$ cat src/rtl/sparc_ifu_wayrep_sel_if.sv
// rtl/sparc_ifu_wayrep_sel_if.sv - request, tag valid-bit, LFSR and fill-pipe signals of the icache victim-way allocator
//
// Ports (slave = allocator side):
//   req_vld/req_idx/req_rdy      miss allocation request
//   vbits_vld/vbits              tag-array valid bits for the captured set
//   rand_way/lfsr_advance        replacement LFSR way and its step strobe
//   alloc_vld/alloc_idx/alloc_way/alloc_inv/alloc_ack  allocation to fill pipe
//   flush                        abort outstanding request
//   rand_cnt                     saturating count of random victim picks
interface sparc_ifu_wayrep_sel_if #(
  parameter int IDX_W = 7,
  parameter int CNT_W = 8
);
  logic             req_vld;
  logic [IDX_W-1:0] req_idx;
  logic             req_rdy;
  logic             vbits_vld;
  logic [3:0]       vbits;
  logic [1:0]       rand_way;
  logic             lfsr_advance;
  logic             alloc_vld;
  logic [IDX_W-1:0] alloc_idx;
  logic [1:0]       alloc_way;
  logic             alloc_inv;
  logic             alloc_ack;
  logic             flush;
  logic [CNT_W-1:0] rand_cnt;

  modport master (
    output req_vld, req_idx, vbits_vld, vbits, rand_way, alloc_ack, flush,
    input  req_rdy, lfsr_advance, alloc_vld, alloc_idx, alloc_way, alloc_inv, rand_cnt
  );

  modport slave (
    input  req_vld, req_idx, vbits_vld, vbits, rand_way, alloc_ack, flush,
    output req_rdy, lfsr_advance, alloc_vld, alloc_idx, alloc_way, alloc_inv, rand_cnt
  );
endinterface

$ cat src/rtl/sparc_ifu_wayrep_sel.sv
// rtl/sparc_ifu_wayrep_sel.sv - icache fill victim-way allocator (lowest invalid way, else LFSR way)
//
// Ports:
//   clk     core clock
//   arst_l  asynchronous active-low reset
//   bus     sparc_ifu_wayrep_sel_if.slave (request, valid bits, LFSR, fill-pipe handshake, stats)
//
// Optional macro SPARC_IFU_WAYREP_RR_EN: all-valid victims come from a 2-bit
// round-robin pointer instead of rand_way; lfsr_advance is then tied low.
module sparc_ifu_wayrep_sel #(
  parameter int IDX_W = 7,
  parameter int CNT_W = 8
) (
  input logic                   clk,
  input logic                   arst_l,
  sparc_ifu_wayrep_sel_if.slave bus
);

  typedef enum logic [1:0] {
    IDLE   = 2'd0,
    WAIT_V = 2'd1,
    ALLOC  = 2'd2
  } state_t;

  state_t           state_q, state_d;
  logic             alloc_vld_q, alloc_vld_d;
  logic [IDX_W-1:0] alloc_idx_q, alloc_idx_d;
  logic [1:0]       alloc_way_q, alloc_way_d;
  logic             alloc_inv_q, alloc_inv_d;
  logic [CNT_W-1:0] rand_cnt_q, rand_cnt_d;

  logic       all_valid;
  logic [1:0] inv_way;
  logic [1:0] pick_way;
  logic       pick_fire;

  assign all_valid = &bus.vbits;
  // A pick happens only on valid bits arriving while waiting; flush kills it.
  assign pick_fire = (state_q == WAIT_V) && bus.vbits_vld && !bus.flush;

  // Lowest-numbered invalid way; value is don't-care when all ways are valid.
  always_comb begin
    inv_way = 2'd3;
    if (!bus.vbits[0])      inv_way = 2'd0;
    else if (!bus.vbits[1]) inv_way = 2'd1;
    else if (!bus.vbits[2]) inv_way = 2'd2;
  end

`ifdef SPARC_IFU_WAYREP_RR_EN
  logic [1:0] rr_ptr_q, rr_ptr_d;
  logic       unused_rand_way;

  assign unused_rand_way  = ^bus.rand_way;
  assign pick_way         = all_valid ? rr_ptr_q : inv_way;
  assign bus.lfsr_advance = 1'b0;

  // Pointer moves only on an all-valid pick.
  always_comb begin
    rr_ptr_d = rr_ptr_q;
    if (pick_fire && all_valid) rr_ptr_d = rr_ptr_q + 2'd1;
  end

  always_ff @(posedge clk or negedge arst_l) begin
    if (!arst_l) rr_ptr_q <= 2'd0;
    else         rr_ptr_q <= rr_ptr_d;
  end
`else
  assign pick_way = all_valid ? bus.rand_way : inv_way;
  // Combinational so the LFSR steps at the end of the very cycle its way was
  // consumed; WAIT_V is always left on a pick, so this cannot fire twice in a row.
  assign bus.lfsr_advance = pick_fire && all_valid;
`endif

  always_comb begin
    state_d     = state_q;
    alloc_vld_d = alloc_vld_q;
    alloc_idx_d = alloc_idx_q;
    alloc_way_d = alloc_way_q;
    alloc_inv_d = alloc_inv_q;
    rand_cnt_d  = rand_cnt_q;
    if (bus.flush) begin
      state_d     = IDLE;
      alloc_vld_d = 1'b0;
    end else begin
      case (state_q)
        IDLE: begin
          if (bus.req_vld) begin
            alloc_idx_d = bus.req_idx;
            state_d     = WAIT_V;
          end
        end
        WAIT_V: begin
          if (bus.vbits_vld) begin
            alloc_way_d = pick_way;
            alloc_inv_d = !all_valid;
            alloc_vld_d = 1'b1;
            state_d     = ALLOC;
            if (all_valid && (rand_cnt_q != {CNT_W{1'b1}}))
              rand_cnt_d = rand_cnt_q + {{(CNT_W-1){1'b0}}, 1'b1};
          end
        end
        ALLOC: begin
          if (bus.alloc_ack) begin
            alloc_vld_d = 1'b0;
            state_d     = IDLE;
          end
        end
        default: begin
          alloc_vld_d = 1'b0;
          state_d     = IDLE;
        end
      endcase
    end
  end

  always_ff @(posedge clk or negedge arst_l) begin
    if (!arst_l) begin
      state_q     <= IDLE;
      alloc_vld_q <= 1'b0;
      alloc_idx_q <= '0;
      alloc_way_q <= 2'd0;
      alloc_inv_q <= 1'b0;
      rand_cnt_q  <= '0;
    end else begin
      state_q     <= state_d;
      alloc_vld_q <= alloc_vld_d;
      alloc_idx_q <= alloc_idx_d;
      alloc_way_q <= alloc_way_d;
      alloc_inv_q <= alloc_inv_d;
      rand_cnt_q  <= rand_cnt_d;
    end
  end

  assign bus.req_rdy   = (state_q == IDLE);
  assign bus.alloc_vld = alloc_vld_q;
  assign bus.alloc_idx = alloc_idx_q;
  assign bus.alloc_way = alloc_way_q;
  assign bus.alloc_inv = alloc_inv_q;
  assign bus.rand_cnt  = rand_cnt_q;

endmodule

$ cat src/flat_wrapper.sv
// flat-port wrapper written by rule: the top's interface ports become plain ports
module sparc_ifu_wayrep_sel_flat 
#(
  parameter int IDX_W = 7,
  parameter int CNT_W = 8
)
  (clk, arst_l, bus_req_vld, bus_req_idx, bus_vbits_vld, bus_vbits, bus_rand_way, bus_alloc_ack, bus_flush, bus_req_rdy, bus_lfsr_advance, bus_alloc_vld, bus_alloc_idx, bus_alloc_way, bus_alloc_inv, bus_rand_cnt);
  sparc_ifu_wayrep_sel_if #(.IDX_W(IDX_W), .CNT_W(CNT_W)) bus_i ();
  input logic clk;
  input logic arst_l;
  input wire logic [$bits(bus_i.req_vld)-1:0] bus_req_vld;
  input wire logic [$bits(bus_i.req_idx)-1:0] bus_req_idx;
  input wire logic [$bits(bus_i.vbits_vld)-1:0] bus_vbits_vld;
  input wire logic [$bits(bus_i.vbits)-1:0] bus_vbits;
  input wire logic [$bits(bus_i.rand_way)-1:0] bus_rand_way;
  input wire logic [$bits(bus_i.alloc_ack)-1:0] bus_alloc_ack;
  input wire logic [$bits(bus_i.flush)-1:0] bus_flush;
  output wire logic [$bits(bus_i.req_rdy)-1:0] bus_req_rdy;
  output wire logic [$bits(bus_i.lfsr_advance)-1:0] bus_lfsr_advance;
  output wire logic [$bits(bus_i.alloc_vld)-1:0] bus_alloc_vld;
  output wire logic [$bits(bus_i.alloc_idx)-1:0] bus_alloc_idx;
  output wire logic [$bits(bus_i.alloc_way)-1:0] bus_alloc_way;
  output wire logic [$bits(bus_i.alloc_inv)-1:0] bus_alloc_inv;
  output wire logic [$bits(bus_i.rand_cnt)-1:0] bus_rand_cnt;
  assign bus_i.req_vld = bus_req_vld;
  assign bus_i.req_idx = bus_req_idx;
  assign bus_i.vbits_vld = bus_vbits_vld;
  assign bus_i.vbits = bus_vbits;
  assign bus_i.rand_way = bus_rand_way;
  assign bus_i.alloc_ack = bus_alloc_ack;
  assign bus_i.flush = bus_flush;
  assign bus_req_rdy = bus_i.req_rdy;
  assign bus_lfsr_advance = bus_i.lfsr_advance;
  assign bus_alloc_vld = bus_i.alloc_vld;
  assign bus_alloc_idx = bus_i.alloc_idx;
  assign bus_alloc_way = bus_i.alloc_way;
  assign bus_alloc_inv = bus_i.alloc_inv;
  assign bus_rand_cnt = bus_i.rand_cnt;
  sparc_ifu_wayrep_sel #(.IDX_W(IDX_W), .CNT_W(CNT_W)) u_core (.clk(clk), .arst_l(arst_l), .bus(bus_i));
endmodule
$ cat config.mk
export PLATFORM = sky130hd
export DESIGN_NAME = sparc_ifu_wayrep_sel_flat
export DESIGN_NICKNAME = d
export VERILOG_FILES = /design/src/rtl/sparc_ifu_wayrep_sel_if.sv /design/src/rtl/sparc_ifu_wayrep_sel.sv /design/src/flat_wrapper.sv
export SDC_FILE = /design/constraint.sdc
export NUM_CORES = 1
export LEC_CHECK = 0
export ABC_CLOCK_PERIOD_IN_PS = 5500
export BUFFER_PORTS_ARGS = -buffer_cell sky130_fd_sc_hd__buf_2
export CAP_MARGIN = 5
export CORE_ASPECT_RATIO = 1.25
export CORE_MARGIN = 2
export CORE_UTILIZATION = 50
export CTS_BUF_LIST = sky130_fd_sc_hd__clkbuf_16
export CTS_CLUSTER_DIAMETER = 60
export DETAILED_ROUTE_END_ITERATION = 10
export PLACE_DENSITY_LB_ADDON = 0.1
export SYNTH_ARGS = -nofsm -noshare
export SYNTH_HDL_FRONTEND = slang
export SYNTH_SLANG_ARGS = --single-unit
$ cat constraint.sdc
create_clock -name clk -period 5.5 [get_ports clk]
set_clock_uncertainty 0.2 [all_clocks]
set_input_delay 1.1 -clock clk [delete_from_list [all_inputs] [get_ports clk]]
set_output_delay 1.1 -clock clk [all_outputs]
set_load 0.1 [all_outputs]
==> flow_summary.ini, run 1 <==
[run_status]
status = completed

[cts]
path_clk_slew_ns = 0.05
cts_resized = 0
postCtsSetupBuffers = 0
clockBufferDepth = 2
numCtsBuffers = 3
clockRootBuffer = clkbuf_16
cts_tree = done
cts_num_sinks = 21
cts_hold_buf = 0
clock_latency_ns = 0.25
htreeDepth = 1

[critical_path]
cp.arrival_ns = 2.31
start_kind = input port
cp-end-kind = output port
cp.required_ns = 4.20
max_stage_delay_ns = 0.53
cp_slowest_cell = nor4_4
criticalPathCategory = input port to output port
cp_common_cell = buf_2
cp_cell_sequence = buf_2 > nor4_4 > buf_2
crit_fanout = 10

[power_and_ir_drop]
ir_drop_v = 0.0003424
p_seq_frac = 0.347
clkPwrFrac = 0.271
total_power_uw = 537.0
swShare = 0.4316
leakagePower_uw = 0.0006526
switchingPower_uw = 231.8
comb_power_share = 0.382
internal_power_uw = 305.3
powerDensity_nw_per_um2 = 426.2

[logic_synthesis]
yosys.area_share.simple = 0.1970
ys_seq_elements = 21
syn_inst = 79
synth-xor-area-share = 0.05337
synth-adder-area-share = 0.01271
ys_seq_area_frac = 0.5337
synth_edf_count = 0
muxShareOfSynthArea = 0.1067
synth_area_sq_um = 984.7
synthArstFlopShare = 1.000
synth_top_family_by_area = simple AND/OR/NAND/NOR gates
yosysWarnings = 0
avgSynthCellArea_sq_um = 12.46
synth_nets = 99
yosys.cell_types.count = 29
synth_compound_area_frac = 0.06607
synth_flop_cell = dfrtp_1

[drt]
drtIter0Drc = 3
avgRoutedWirePerCell_microns = 12.91
vias_per_cell = 5.518
wl_microns = 1794
ant_nets = 0
drc = 0
num_vias = 767
dr.pass1.iters = 4

[finish]
nFillCells = 144
multi_input_area_sq_um = 429.2
seqCellArea_sq_um = 525.5
drive_gt1_frac = 0.4667
antenna_cells = 0
layout.nets = 141
area_growth_pct = 27.95

[floorplan]
core_sq_um = 1808
io_pins = 40
start_util = 0.5446
rows = 17
dieHeight_microns = 53.62
die_area_sq_um = 2342
die_w_microns = 43.69

[place]
port_buffers = 39
place_hpwl_microns = 1398
place_congestion = 0.8180

[timing]
drv_slew = 0
slew_headroom = 0.6391
rsz0062_at_grt = false
setup_violations = 0
finalHoldViolCount = 0
tightestPinTransition_ns = 0.5373
layout_min_cycle_time_ns = 3.609
fmax_mhz = 277.1
finalSetupTns_ns = 0
fin_crit_sh = 0.6563

[global_routing]
antenna_found_initial = 0
track_usage = 0.1867
grt_max_degree = 22
grt_pass1_wl_microns = 3208
overflow = 0
grt_pass1_vias = 757

[hold_path]
hold_path.class = flip-flop to flip-flop

[flow_run]
cap_viol_max_count = 0
## state kept, by name, indices dropped and copies added, names as in the netlist
register / flops
u_core.bus.alloc_vld: 1
u_core.bus.alloc_idx: 7
u_core.bus.rand_cnt: 8
u_core.bus.alloc_inv: 1
u_core.state_q: 2
u_core.bus.alloc_way: 2
## layer usage
layer | global-route usage | vias up | part of all wire
met4 | 0.07576 | 0 | 0.0072
met3 | 0.04027 | 2 | 0.061
met2 | 0.3382 | 22 | 0.53
met1 | 0.2115 | 379 | 0.41
met5 | 0 | - | 0
li1 | - | 364 | -
## cell usage after synthesis (all sizes together) (2+ instances only)
master  number  share of area
a21oi        3          0.015
and2         2          0.015
and3         3          0.019
buf          2          0.023
dfrtp       21           0.53
inv          2         0.0076
mux2         9           0.11
nand2        2          0.015
nand3        3          0.015
nand4        4          0.032
nor2         9          0.034
o21ai        2          0.010
xnor2        5          0.044
## cells in the final DEF (no fill, tap or decap), drive strengths merged, types with 2 or more instances in the layout
cell type,netlist,routed
nand2,2,2
and2,2,2
mux2,9,9
o21ai,2,2
clkbuf,0,3
dfrtp,21,21
a21oi,3,3
inv,2,3
xnor2,5,5
nor2,9,9
and3,3,3
nand4,4,4
buf,2,39
nand3,3,3
## worst paths after layout
path	startpoint	slack [ns]	to	cells past startpoint
setup / recovery	bus_flush	1.89	bus_lfsr_advance	3
hold / removal	u_core.bus.rand_cnt[5]	0.29	u_core.bus.rand_cnt[5]	1
setup reg to reg	u_core.state_q[0]	3.53	u_core.bus.rand_cnt[1]	4
hold reg to reg	u_core.bus.rand_cnt[5]	0.29	u_core.bus.rand_cnt[5]	1
max in group asynchronous	arst_l	4.19	u_core.bus.rand_cnt[4]	1
min in group asynchronous	arst_l	0.59	u_core.bus.alloc_idx[6]	1
## power by group through the flow
stage          Sequential, uW  Clock [uW]  Combinational [uW]
2_1_floorplan             325           0                35.5
3_3_place_gp              188           0                 205
3_5_place_dp              189           0                 207
4_1_cts                   187         148                 207
5_1_grt                   189         154                 213
6_report                  186         145                 205
## metrics by stage
stage               utilization  worst slack [ns]  area (sq um)  instances  hold WS [ns]
finish                   0.6969             1.891          1260        139        0.2907
global route             0.6969             1.808          1260        139        0.3215
CTS                      0.6969             1.909          1260        139        0.2878
detailed placement       0.6533             1.916          1181        135        0.2816
global placement         0.6533             1.953          1181        135        0.2737
floorplan                     -             1.789         984.7         79        0.3483
## critical path: cells and delay by family
kind / cells / cell delay [ns]
buffers and inverters: 2 / 0.68
and+or+nand+nor: 1 / 0.53
## area by class of cell
class | count | area share
clock buffer | 3 | 0.05958
tap | 19 | 0.01887
timing repair buffer | 39 | 0.1549
sequential | 21 | 0.4171
inverter | 2 | 0.005958
multi-input combinational | 54 | 0.3406
clock inverter | 1 | 0.002979
## logic make-up (layout without fill, tap and decap cells)
logic type	after synthesis	after routing
compound gates	10	10
xor+xnor	6	6
fa+ha+maj	1	1
buf+inv	4	45
flops	21	21
mux	9	9
simple gates	28	28
No activity file was read; power rests on OpenSTA's default activity.
==> run 2, diff against run 1 <==
--- a/config.mk
+++ b/config.mk
@@ -5,12 +5,12 @@
 export SDC_FILE = /design/constraint.sdc
 export NUM_CORES = 1
 export LEC_CHECK = 0
-export ABC_CLOCK_PERIOD_IN_PS = 5500
+export ABC_CLOCK_PERIOD_IN_PS = 2910
 export BUFFER_PORTS_ARGS = -buffer_cell sky130_fd_sc_hd__buf_2
 export CAP_MARGIN = 5
 export CORE_ASPECT_RATIO = 1.25
 export CORE_MARGIN = 2
-export CORE_UTILIZATION = 50
+export CORE_UTILIZATION = 42
 export CTS_BUF_LIST = sky130_fd_sc_hd__clkbuf_16
 export CTS_CLUSTER_DIAMETER = 60
 export DETAILED_ROUTE_END_ITERATION = 10
==> constraint.sdc (replaced) <==
create_clock -name clk -period 2.91 [get_ports clk]
set_clock_uncertainty 0.2 [all_clocks]
set_input_delay 0.582 -clock clk [delete_from_list [all_inputs] [get_ports clk]]
set_output_delay 0.582 -clock clk [all_outputs]
set_load 0.1 [all_outputs]
==> run 2 against run 1 <==
Net effect:
- via count rose by 0.39%
- largest cell class unchanged
- die area up 17%
- final area grew 1.8%
- flip-flop and latch count did not move
- clock-buffer cell count did not move
- global-route usage shrank 3.6 points
- final cell count up 9.4%
- critical path type is now flip-flop to output port
- clock power grew 94%
- critical endpoint unchanged
- utilization shrank 12 points
- first-iteration DRC count grew to 7.7 times the previous value
- register-to-register slack got worse by 2.5 ns
==> flow_summary.ini, run 2 (synthesis gave the netlist of run 1 again) <==
[cts]
cts_hold_buf = 0
cts_resized = 0
path_clk_slew_ns = 0.05
htreeDepth = 1
numCtsBuffers = 3
postCtsSetupBuffers = 0
clockBufferDepth = 2
clockRootBuffer = clkbuf_16
cts_tree = done
cts_num_sinks = 21
clock_latency_ns = 0.25

[drt]
avgRoutedWirePerCell_microns = 12.22
vias_per_cell = 5.066
drtIter0Drc = 23
ant_nets = 0
dr.pass1.iters = 4
num_vias = 770
drc = 0
wl_microns = 1858

[critical_path]
start_kind = flip-flop
cp-end-kind = output port
crit_fanout = 7
cp.required_ns = 2.13
criticalPathCategory = flip-flop to output port
cp.arrival_ns = 1.58

[place]
place_congestion = 0.6978
port_buffers = 39
placed_area_sq_um = 1204
place_hpwl_microns = 1395

[floorplan]
rows = 19
io_pins = 40
die_w_microns = 47.31
core_sq_um = 2211
die_area_sq_um = 2750
dieHeight_microns = 58.14
start_util = 0.4454

[timing]
finalSetupTns_ns = 0
layout_min_cycle_time_ns = 2.366
rsz0062_at_grt = false
setup_violations = 0
tightestPinTransition_ns = 0.4962
slew_headroom = 0.6666
whs_ns = 0.07757
fmax_mhz = 422.7
drv_slew = 0
finalHoldViolCount = 0
fin_crit_sh = 0.8129

[global_routing]
track_usage = 0.1505
grt_pass1_wl_microns = 2898
overflow = 0
grt_pass1_vias = 698
grt_max_degree = 22
antenna_found_initial = 0

[flow_run]
cap_viol_max_count = 0

[finish]
antenna_cells = 0
final_cell_mix = 39 x buf_2, 21 x dfrtp_1, 9 x nor2_1
stdcell_area_sq_um = 1282
layout.nets = 142
post-route-util = 0.5801
area_growth_pct = 30.24
nFillCells = 214
final_common_cell = buf_2
largest_reg_flops = 8
drive_gt1_frac = 0.4711

[run_status]
status = completed

[power_and_ir_drop]
leakagePower_uw = 0.0006581
ir_drop_v = 0.0004869
powerDensity_nw_per_um2 = 796.1

[hold_path]
hold_path.class = input port to asynchronous set/reset pin
[run 2: changes by cell type in the layout (fill, tap and decap cells not counted), sizes merged]
cell	before	now
buf	39	40
[run 2: layout make-up]
type | instances | area [sq um] | area share
well taps | 31 | 38.79 | 0.03024
multi-input cells | 54 | 429.2 | 0.3346
repair buffers | 40 | 202.7 | 0.1580
clock buffers | 3 | 75.07 | 0.05854
inverters | 2 | 7.507 | 0.005854
flip-flops and latches | 21 | 525.5 | 0.4098
clock inverters | 1 | 3.754 | 0.002927
[run 2: stage by stage]
stage               setup slack, ns  total power, uW  instances
floorplan                   0.04514            681.4         79
global route                 0.4687             1061        152
global placement             0.6228            743.3        148
CTS                          0.5261             1033        152
finish                       0.5444             1021        152
detailed placement           0.6195            748.6        148
[run 2: worst paths after layout]
| path | from | depth (start not counted) | slack [ns] | endpoint |
|---|---|---|---|---|
| min in group clk | u_core.bus.alloc_inv | 2 | 0.30 | u_core.bus.alloc_inv |
| max in group asynchronous | arst_l | 1 | 2.12 | u_core.bus.alloc_inv |
| worst max register to register | u_core.state_q[0] | 5 | 1.07 | u_core.bus.rand_cnt[1] |
| worst min register to register | u_core.bus.alloc_inv | 2 | 0.30 | u_core.bus.alloc_inv |
| worst max-delay path | u_core.state_q[0] | 3 | 0.54 | bus_lfsr_advance |
| worst min-delay path | arst_l | 1 | 0.08 | u_core.state_q[0] |
[run 2: per-layer routing]
metal	routed length, microns	vias up	global-route usage	share of wire
met2	954	23	0.2432	0.51
met1	786	377	0.1809	0.42
met5	0	-	0	0
li1	-	368	-	-
met3	101	2	0.02804	0.054
met4	15	0	0.08333	0.0081
[run 2: where the power goes]
part	leakage [uW]	total, uW	internal, uW	switching, uW
clock network	0.0000423	281	183	98.5
registers	0.000268	352	329	23.0
logic	0.000348	387	65.1	322
[run 2: worst max-delay path, cell delays in order, from the launching register on]
cell and delay (ns):
dfrtp_1 0.51, nand2_4 0.09, nor4_4 0.25, buf_2 0.47
==> run 3, diff against run 2 <==
--- a/config.mk
+++ b/config.mk
@@ -5,7 +5,7 @@
 export SDC_FILE = /design/constraint.sdc
 export NUM_CORES = 1
 export LEC_CHECK = 0
-export ABC_CLOCK_PERIOD_IN_PS = 2910
+export ABC_CLOCK_PERIOD_IN_PS = 2150
 export BUFFER_PORTS_ARGS = -buffer_cell sky130_fd_sc_hd__buf_2
 export CAP_MARGIN = 5
 export CORE_ASPECT_RATIO = 1.25
==> constraint.sdc (replaced) <==
create_clock -name clk -period 2.15 [get_ports clk]
set_clock_uncertainty 0.2 [all_clocks]
set_input_delay 0.43 -clock clk [delete_from_list [all_inputs] [get_ports clk]]
set_output_delay 0.43 -clock clk [all_outputs]
set_load 0.1 [all_outputs]
==> run 3 against run 2 <==
Net effect:
- via count is 3.2% lower
- combinational power up 36%
- die area unchanged
- sequential share of layout area is 0.96 points lower
- sequential power increased by 36%
- routed wire length shrank 1.6%
- utilization increased by 1.5 points
==> flow_summary.ini, run 3 (synthesis gave the netlist of run 1 again) <==
[global_routing]
grt_pass1_wl_microns = 2980
grt_max_degree = 22
grt_pass1_vias = 728
overflow = 0
antenna_found_initial = 0
track_usage = 0.1511

[drt]
wl_microns = 1828
drc = 0
ant_nets = 0
dr.pass1.iters = 3
num_vias = 745
vias_per_cell = 4.838
avgRoutedWirePerCell_microns = 11.87
drtIter0Drc = 18

[critical_path]
cp-end-kind = output port
r2r_cells = 2
start_kind = flip-flop
cp_cell_sequence = nor4_4 > buf_12
cp.required_ns = 1.52
criticalPathCategory = flip-flop to output port
crit_fanout = 8
cp_slowest_cell = dfrtp_1
reg2reg_slack_ns = 0.40
cp-startpoint = u_core.state_q[1]
max_stage_delay_ns = 0.49
cp.arrival_ns = 1.39
r2r-start = u_core.state_q[1]
timing.rr.end = u_core.bus.alloc_idx[0]
endpoint = bus_lfsr_advance

[timing]
slew_headroom = 0.6737
drv_slew = 0
tightestPinTransition_ns = 0.4874
setup_violations = 0
finalHoldViolCount = 0
rsz0062_at_grt = false
fmax_mhz = 493.9
fin_crit_sh = 0.9417
layout_min_cycle_time_ns = 2.025
whs_ns = 0.2140
finalSetupTns_ns = 0

[floorplan]
io_pins = 40
core_sq_um = 2211
rows = 19
dieHeight_microns = 58.14
die_area_sq_um = 2750
die_w_microns = 47.31
start_util = 0.4454

[cts]
postCtsSetupBuffers = 0
path_clk_slew_ns = 0.05
clock_latency_ns = 0.25
numCtsBuffers = 3
htreeDepth = 1
clockBufferDepth = 2
clockRootBuffer = clkbuf_16
cts_num_sinks = 21
cts_tree = done

[power_and_ir_drop]
powerDensity_nw_per_um2 = 1049
leakagePower_uw = 0.0006689
ir_drop_v = 0.0007391
total_power_uw = 1381

[finish]
drive_gt1_frac = 0.4797
final_cell_mix = 38 x buf_2, 20 x dfrtp_1, 9 x nor2_1
largest_reg_flops = 8
final_common_cell = buf_2
stdcell_area_sq_um = 1316
seqCellArea_sq_um = 526.8
multi_input_area_sq_um = 429.2
nFillCells = 198
area_growth_pct = 33.67
antenna_cells = 0
layout.nets = 144
fin_cells = 154

[place]
place_congestion = 0.7162
port_buffers = 39
place_hpwl_microns = 1435
place_inst = 149
placed_area_sq_um = 1226

[hold_path]
hold_path.class = input port to flip-flop

[run_status]
status = completed

[flow_run]
cap_viol_max_count = 0
run 3: changes by cell type in the layout (fill, tap and decap cells not counted):
cell           change
dfrtp_1            -1
buf_2              -1
buf_4              +1
dlygate4sd3_1      +1
dfrtp_2            +1
buf_12             +1
run 3: area by class of cell:
cell class | count | share of cell area
Inverter | 2 | 0.005703
Timing Repair Buffer | 42 | 0.1787
Tap cell | 31 | 0.02947
Multi-Input combinational cell | 54 | 0.3260
Clock buffer | 3 | 0.05703
Clock inverter | 1 | 0.002852
Sequential cell | 21 | 0.4002
run 3: metrics by stage:
stage	worst slack, ns	util
floorplan	-0.5558	-
global placement	0.3294	0.5546
detailed placement	0.3033	0.5546
CTS	0.05772	0.5948
global route	0.06584	0.5954
finish	0.1253	0.5954
run 3: worst min path at each step:
stage,start,to,slack [ns],depth (start not counted)
2_1_floorplan,arst_l,u_core.bus.alloc_idx[0],-0.07,0
6_report,bus_req_idx[3],u_core.bus.alloc_idx[3],0.21,2
3_5_place_dp,arst_l,u_core.bus.alloc_idx[6],0.22,1
4_1_cts,bus_req_idx[3],u_core.bus.alloc_idx[3],0.21,2
3_3_place_gp,arst_l,u_core.bus.alloc_idx[6],0.21,1
5_1_grt,bus_req_idx[4],u_core.bus.alloc_idx[4],0.21,2
run 3: critical path, delay by kind of cell (launching register included):
family,cells,cell delay [ns]
AND/OR/NAND/NOR,1,0.43
flip-flops,1,0.49
buffers and inverters,1,0.23
run 3: timing repair:
action / in CTS / in global routing
gates resized for setup: 0 / 1
endpoints found under the hold margin: 21 / 0
setup endpoints to repair: 0 / 1
hold buffers: 1 / 0
run 3: per-layer routing:
| metal | GRT usage | vias up | part of all wire |
|---|---|---|---|
| met3 | 0.02804 | 2 | 0.053 |
| met5 | 0 | - | 0 |
| met4 | 0.07143 | 0 | 0.0082 |
| met1 | 0.1972 | 344 | 0.45 |
| li1 | - | 376 | - |
| met2 | 0.2355 | 23 | 0.48 |
run 3: where the power goes:
group / switching, uW / internal [uW]
combinational: 438 / 90.3
clock: 129 / 247
sequential: 30.7 / 446
